--- config.mk ---
export PLATFORM = sky130hd
export DESIGN_NAME = pmc_bus_arbiter
export DESIGN_NICKNAME = d
export VERILOG_FILES = /design/src/rtl/pmc_bus_arbiter.sv
export SDC_FILE = /design/constraint.sdc
export NUM_CORES = 1
export LEC_CHECK = 0
export CAP_MARGIN = 0
export CORE_AREA = 3 3 105 107
export DETAILED_ROUTE_END_ITERATION = 16
export DIE_AREA = 0 0 108 110
export GPL_TIMING_DRIVEN = 0
export PLACE_DENSITY = 0.7
export SYNTH_ARGS = -nofsm -noshare
export SYNTH_HDL_FRONTEND = slang
export SYNTH_SLANG_ARGS = --single-unit
--- constraint.sdc ---
create_clock -name clk -period 4.45 [get_ports clk]
set_clock_uncertainty 0.1 [all_clocks]
set_input_delay 0.6675 -clock clk [delete_from_list [all_inputs] [get_ports clk]]
set_output_delay 0.6675 -clock clk [all_outputs]
set_load 0.01 [all_outputs]
--- src/rtl/pmc_bus_arbiter.sv ---
// Round-robin arbiter sharing the PMC slave register port between bus masters.
// One transaction in flight; requests the slave never grants are ended by a timeout error response.
module pmc_bus_arbiter #(
  parameter int NUM_MASTERS = 2,
  parameter int TIMEOUT     = 16
) (
  input  logic                      clk,
  input  logic                      rst_n,
  input  logic [NUM_MASTERS-1:0]    m_req,
  input  logic [NUM_MASTERS-1:0]    m_we,
  input  logic [NUM_MASTERS*32-1:0] m_addr,
  input  logic [NUM_MASTERS*32-1:0] m_wdata,
  output logic [NUM_MASTERS-1:0]    m_gnt,
  output logic [NUM_MASTERS-1:0]    m_rvalid,
  output logic [31:0]               m_rdata,
  output logic                      m_err,
  output logic                      s_req,
  output logic                      s_we,
  output logic [31:0]               s_addr,
  output logic [31:0]               s_wdata,
  input  logic                      s_gnt,
  input  logic                      s_rvalid,
  input  logic [31:0]               s_rdata
);

  localparam int PW = (NUM_MASTERS > 1) ? $clog2(NUM_MASTERS) : 1;
  localparam int CW = $clog2(TIMEOUT) + 1;

  localparam logic [1:0] ST_IDLE = 2'd0;
  localparam logic [1:0] ST_BUSY = 2'd1;
  localparam logic [1:0] ST_ERR  = 2'd2;

  logic [1:0]    state;
  logic [PW-1:0] rr_ptr;
  logic [PW-1:0] owner;
  logic [PW-1:0] prev_sel;
  logic [CW-1:0] cnt;

  logic [PW-1:0] sel;
  logic [PW-1:0] sel_next_ptr;
  logic          any_req;
  logic          slave_gnt;
  logic          timeout_hit;
  logic [CW-1:0] cnt_eff;

  always_comb begin : p_sel
    logic [PW:0] idx;
    sel     = '0;
    any_req = 1'b0;
    idx     = '0;
    for (int i = 0; i < NUM_MASTERS; i++) begin
      idx = {1'b0, rr_ptr} + (PW+1)'(i);
      if (idx >= (PW+1)'(NUM_MASTERS)) idx = idx - (PW+1)'(NUM_MASTERS);
      if (!any_req && m_req[idx[PW-1:0]]) begin
        any_req = 1'b1;
        sel     = idx[PW-1:0];
      end
    end
  end

  // cnt is zero after any cycle that was not an ungranted wait, so only a sel change needs masking
  assign cnt_eff      = (sel == prev_sel) ? cnt : '0;
  assign slave_gnt    = any_req && s_gnt;
  assign timeout_hit  = (state == ST_IDLE) && any_req && !s_gnt && (cnt_eff == CW'(TIMEOUT-1));
  assign sel_next_ptr = (sel == PW'(NUM_MASTERS-1)) ? '0 : sel + PW'(1);

  // Outputs are forced to zero while reset is held
  always_comb begin
    m_gnt    = '0;
    m_rvalid = '0;
    m_rdata  = '0;
    m_err    = 1'b0;
    s_req    = 1'b0;
    s_we     = 1'b0;
    s_addr   = '0;
    s_wdata  = '0;
    if (rst_n) begin
      case (state)
        ST_IDLE: begin
          s_req = any_req;
          if (any_req) begin
            s_we       = m_we[sel];
            s_addr     = m_addr[sel*32 +: 32];
            s_wdata    = m_wdata[sel*32 +: 32];
            m_gnt[sel] = s_gnt || timeout_hit;
          end
        end
        ST_BUSY: begin
          if (s_rvalid) begin
            m_rvalid[owner] = 1'b1;
            m_rdata         = s_rdata;
          end
        end
        ST_ERR: begin
          m_rvalid[owner] = 1'b1;
          m_err           = 1'b1;
        end
        default: ;
      endcase
    end
  end

  always_ff @(posedge clk) begin
    if (!rst_n) begin
      state    <= ST_IDLE;
      rr_ptr   <= '0;
      owner    <= '0;
      prev_sel <= '0;
      cnt      <= '0;
    end else begin
      case (state)
        ST_IDLE: begin
          prev_sel <= sel;
          if (slave_gnt || timeout_hit) begin
            owner  <= sel;
            rr_ptr <= sel_next_ptr;
            cnt    <= '0;
            state  <= slave_gnt ? ST_BUSY : ST_ERR;
          end else if (any_req) begin
            cnt <= cnt_eff + CW'(1);
          end else begin
            cnt <= '0;
          end
        end
        ST_BUSY: if (s_rvalid) state <= ST_IDLE;
        ST_ERR:  state <= ST_IDLE;
        default: state <= ST_IDLE;
      endcase
    end
  end

endmodule

==> results.json <==
{
  "status": "finished clean",
  "fp.dieH_um": 110,
  "rsz0062_at_grt": "no",
  "io_buffers": 269,
  "syn_area_um2": 1530,
  "ff2ff_setup_slack_ns": 1.80,
  "dieArea_um2": 11900,
  "cp-start-kind": "input port",
  "path_max_fanout": 6,
  "path_clk_slew_ns": 0.04,
  "cts_resized": 0,
  "insertedDiodeCount": 0,
  "slew_violations": 0,
  "whs_path_depth": 2,
  "ys_top_cells_by_area": "a22o_1 (37%), and2_1 (14%), dfxtp_1 (13%)",
  "max_stage_delay_ns": 0.50,
  "synth-seq-cells": 10,
  "grt_pass1_wl_um": 14600,
  "synthArstFlopShare": 0,
  "initial_core_util": 0.149,
  "fin_nets": 649,
  "critPathLaunch": "m_req[0]",
  "final_cells": 610,
  "cts_hold_buffers": 0,
  "io_pins": 271,
  "tns_ns": 0,
  "ir_drop_v": 0.0000779,
  "first_pass_iters": 4,
  "clkSinkCount": 10,
  "cp.arrival_ns": 3.56,
  "finalHoldViolations": 0,
  "crit_family": "simple AND/OR/NAND/NOR gates",
  "required_ns": 3.68,
  "relSlewSlack": 0.672,
  "worstSkewPairLatency_ns": 0.23,
  "yosysMostFrequentCell": "a22o_1",
  "cap_violations": 0,
  "clock_tree.root_cell": "clkbuf_8",
  "fin_crit_sh": 0.972,
  "place_inst": 607,
  "track_usage": 0.158,
  "ant_nets": 0,
  "rr_startpoint": "rr_ptr$_SDFFE_PN0P_",
  "synthCells": 202,
  "vias": 2710,
  "max_freq_mhz": 231,
  "yosysWarningCount": 0,
  "worstHoldStart": "cnt[1]$_SDFFE_PN0P_",
  "core_area_um2": 10200,
  "grt_max_degree": 11,
  "critPathKind": "input port to output port",
  "overflow": 0,
  "antenna_found_initial": 0,
  "slowest_stage": "clkdlybuf4s50_1",
  "die_w_um": 108,
  "syn2layout_area_growth_pct": 190,
  "synth_cell_type_count": 37,
  "setup_viol": 0,
  "drc": 0,
  "vias_per_cell": 4.44,
  "p_per_area_nw_per_um2": 135,
  "numCtsBuffers": 3,
  "cts-htree-levels": 1,
  "min_to": "cnt[1]$_SDFFE_PN0P_",
  "syn_nets": 375,
  "period_minus_slack_ns": 4.33,
  "yosys-top-cells-count": "a22o_1 (65), and2_1 (35), buf_2 (10), dfxtp_1 (10)",
  "worst_pin_slew_ns": 0.488,
  "avgSynthCellArea_um2": 7.57,
  "postCtsSetupRepairBufs": 0,
  "routed_wl_um": 10600,
  "r2r.worst_path.cells": 10,
  "path_buf_inv": 2,
  "end_kind": "output port",
  "ys.flop_type": "dfxtp_1",
  "synth.largest_area_cell": "a22o_1",
  "seq_area_frac_synth": 0.131,
  "hp-class": "flip-flop to flip-flop",
  "drive_gt1_frac": 0.0401,
  "cts_tree": "built",
  "p_leak_nw": 1.70,
  "synth-edff-count": 0,
  "synth_top_area_share": 0.372,
  "drt-wirelength-per-cell_um": 17.4,
  "r2r-end": "cnt[2]$_SDFFE_PN0P_",
  "drt_first_iter_violations": 110,
  "cts_buffer_depth": 2,
  "cp_cell_sequence": "clkdlybuf4s50_1, nor2b_4, or3_4, and3_1, ha_1, and4_1, ha_1, and3_1, nor2_1, nor2b_1, clkdlybuf4s50_1",
  "grt_pass1_vias": 2679,
  "hpwl_um": 9360,
  "rows": 37,
  "gp_congestion": 0.782
}
==> logic make-up (layout without fill, tap and decap cells) <==
group / count (synthesis) / count (layout) / share of synthesized area
AOI/OAI and AO/OA: 82 / 82 / 0.446
and+or+nand+nor: 79 / 79 / 0.301
buffers and inverters: 24 / 296 / 0.0679
DFF: 10 / 10 / 0.131
adders and majority gates: 5 / 5 / 0.0409
muxes: 2 / 2 / 0.0131
==> cell type report <==
cell class	instances	area, um2
fill	991	5790
buffer	20	88.8
timing repair buffer	269	2690
sequential	10	200
multi-input combinational	168	1230
clock buffer	3	41.3
inverter	4	15.0
tap	136	170
==> worst min-delay path, delay by kind of cell (launching register included) <==
kind	cells	cell delay [ns]
and+or+nand+nor	1	0.07
AOI/OAI and AO/OA	1	0.05
DFF	1	0.31
==> power breakdown <==
| part | switching (mW) | internal (mW) | total (mW) |
|---|---|---|---|
| registers | 0.00323 | 0.0939 | 0.0971 |
| logic | 0.143 | 0.267 | 0.410 |
| clock network | 0.0320 | 0.0589 | 0.0910 |
| total | 0.179 | 0.419 | 0.598 |
==> per-layer routing <==
metal  global-route usage  share of wire
met1                0.170           0.35
met2                0.306           0.53
met3               0.0472           0.10
met4               0.0325          0.019
met5                    0              0
==> metrics by stage <==
| step | hold slack, ns | power [mW] | worst slack [ns] | util | instance area, um2 |
|---|---|---|---|---|---|
| after global placement | 0.373 | 0.507 | 0.147 | 0.429 | 4390 |
| final | 0.383 | 0.598 | 0.124 | 0.434 | 4440 |
| after global routing | 0.420 | 0.637 | 0.00728 | 0.434 | 4440 |
| after detailed placement | 0.379 | 0.510 | 0.114 | 0.429 | 4390 |
| after floorplan | 0.355 | 0.228 | 1.36 | - | 1530 |
| after CTS | 0.387 | 0.606 | 0.109 | 0.433 | 4430 |
==> sequential cells by signal, indices dropped and copies added (netlist names) <==
register  cells
cnt           5
owner         1
prev_sel      1
rr_ptr        1
state         2
==> how the worst max path moves through the flow <==
stage	to	slack [ns]	cells after the start
finish	m_gnt[0]	0.12	11
global route	m_gnt[0]	0.007	11
CTS	m_gnt[0]	0.11	11
detailed placement	m_gnt[0]	0.11	11
global placement	m_gnt[0]	0.15	11
floorplan	m_gnt[0]	1.36	9
==> cell usage in the layout, fill, tap and decap left out, drive strengths merged, types with 2 or more instances in the layout <==
| cell type | netlist | final |
|---|---|---|
| inv | 3 | 3 |
| nand3 | 3 | 3 |
| nand4 | 2 | 2 |
| clkdlybuf4s50 | 0 | 269 |
| a21oi | 6 | 6 |
| nor2b | 3 | 3 |
| buf | 10 | 10 |
| nand2b | 4 | 4 |
| nor2 | 9 | 9 |
| o21ai | 2 | 2 |
| ha | 5 | 5 |
| clkbuf | 10 | 13 |
| nand2 | 9 | 9 |
| nor3 | 2 | 2 |
| a22o | 65 | 65 |
| dfxtp | 10 | 10 |
| o21a | 2 | 2 |
| and2 | 35 | 35 |
| nor4 | 2 | 2 |
| and3 | 5 | 5 |
| mux2i | 2 | 2 |
No activity file was read; power rests on OpenSTA's default activity.
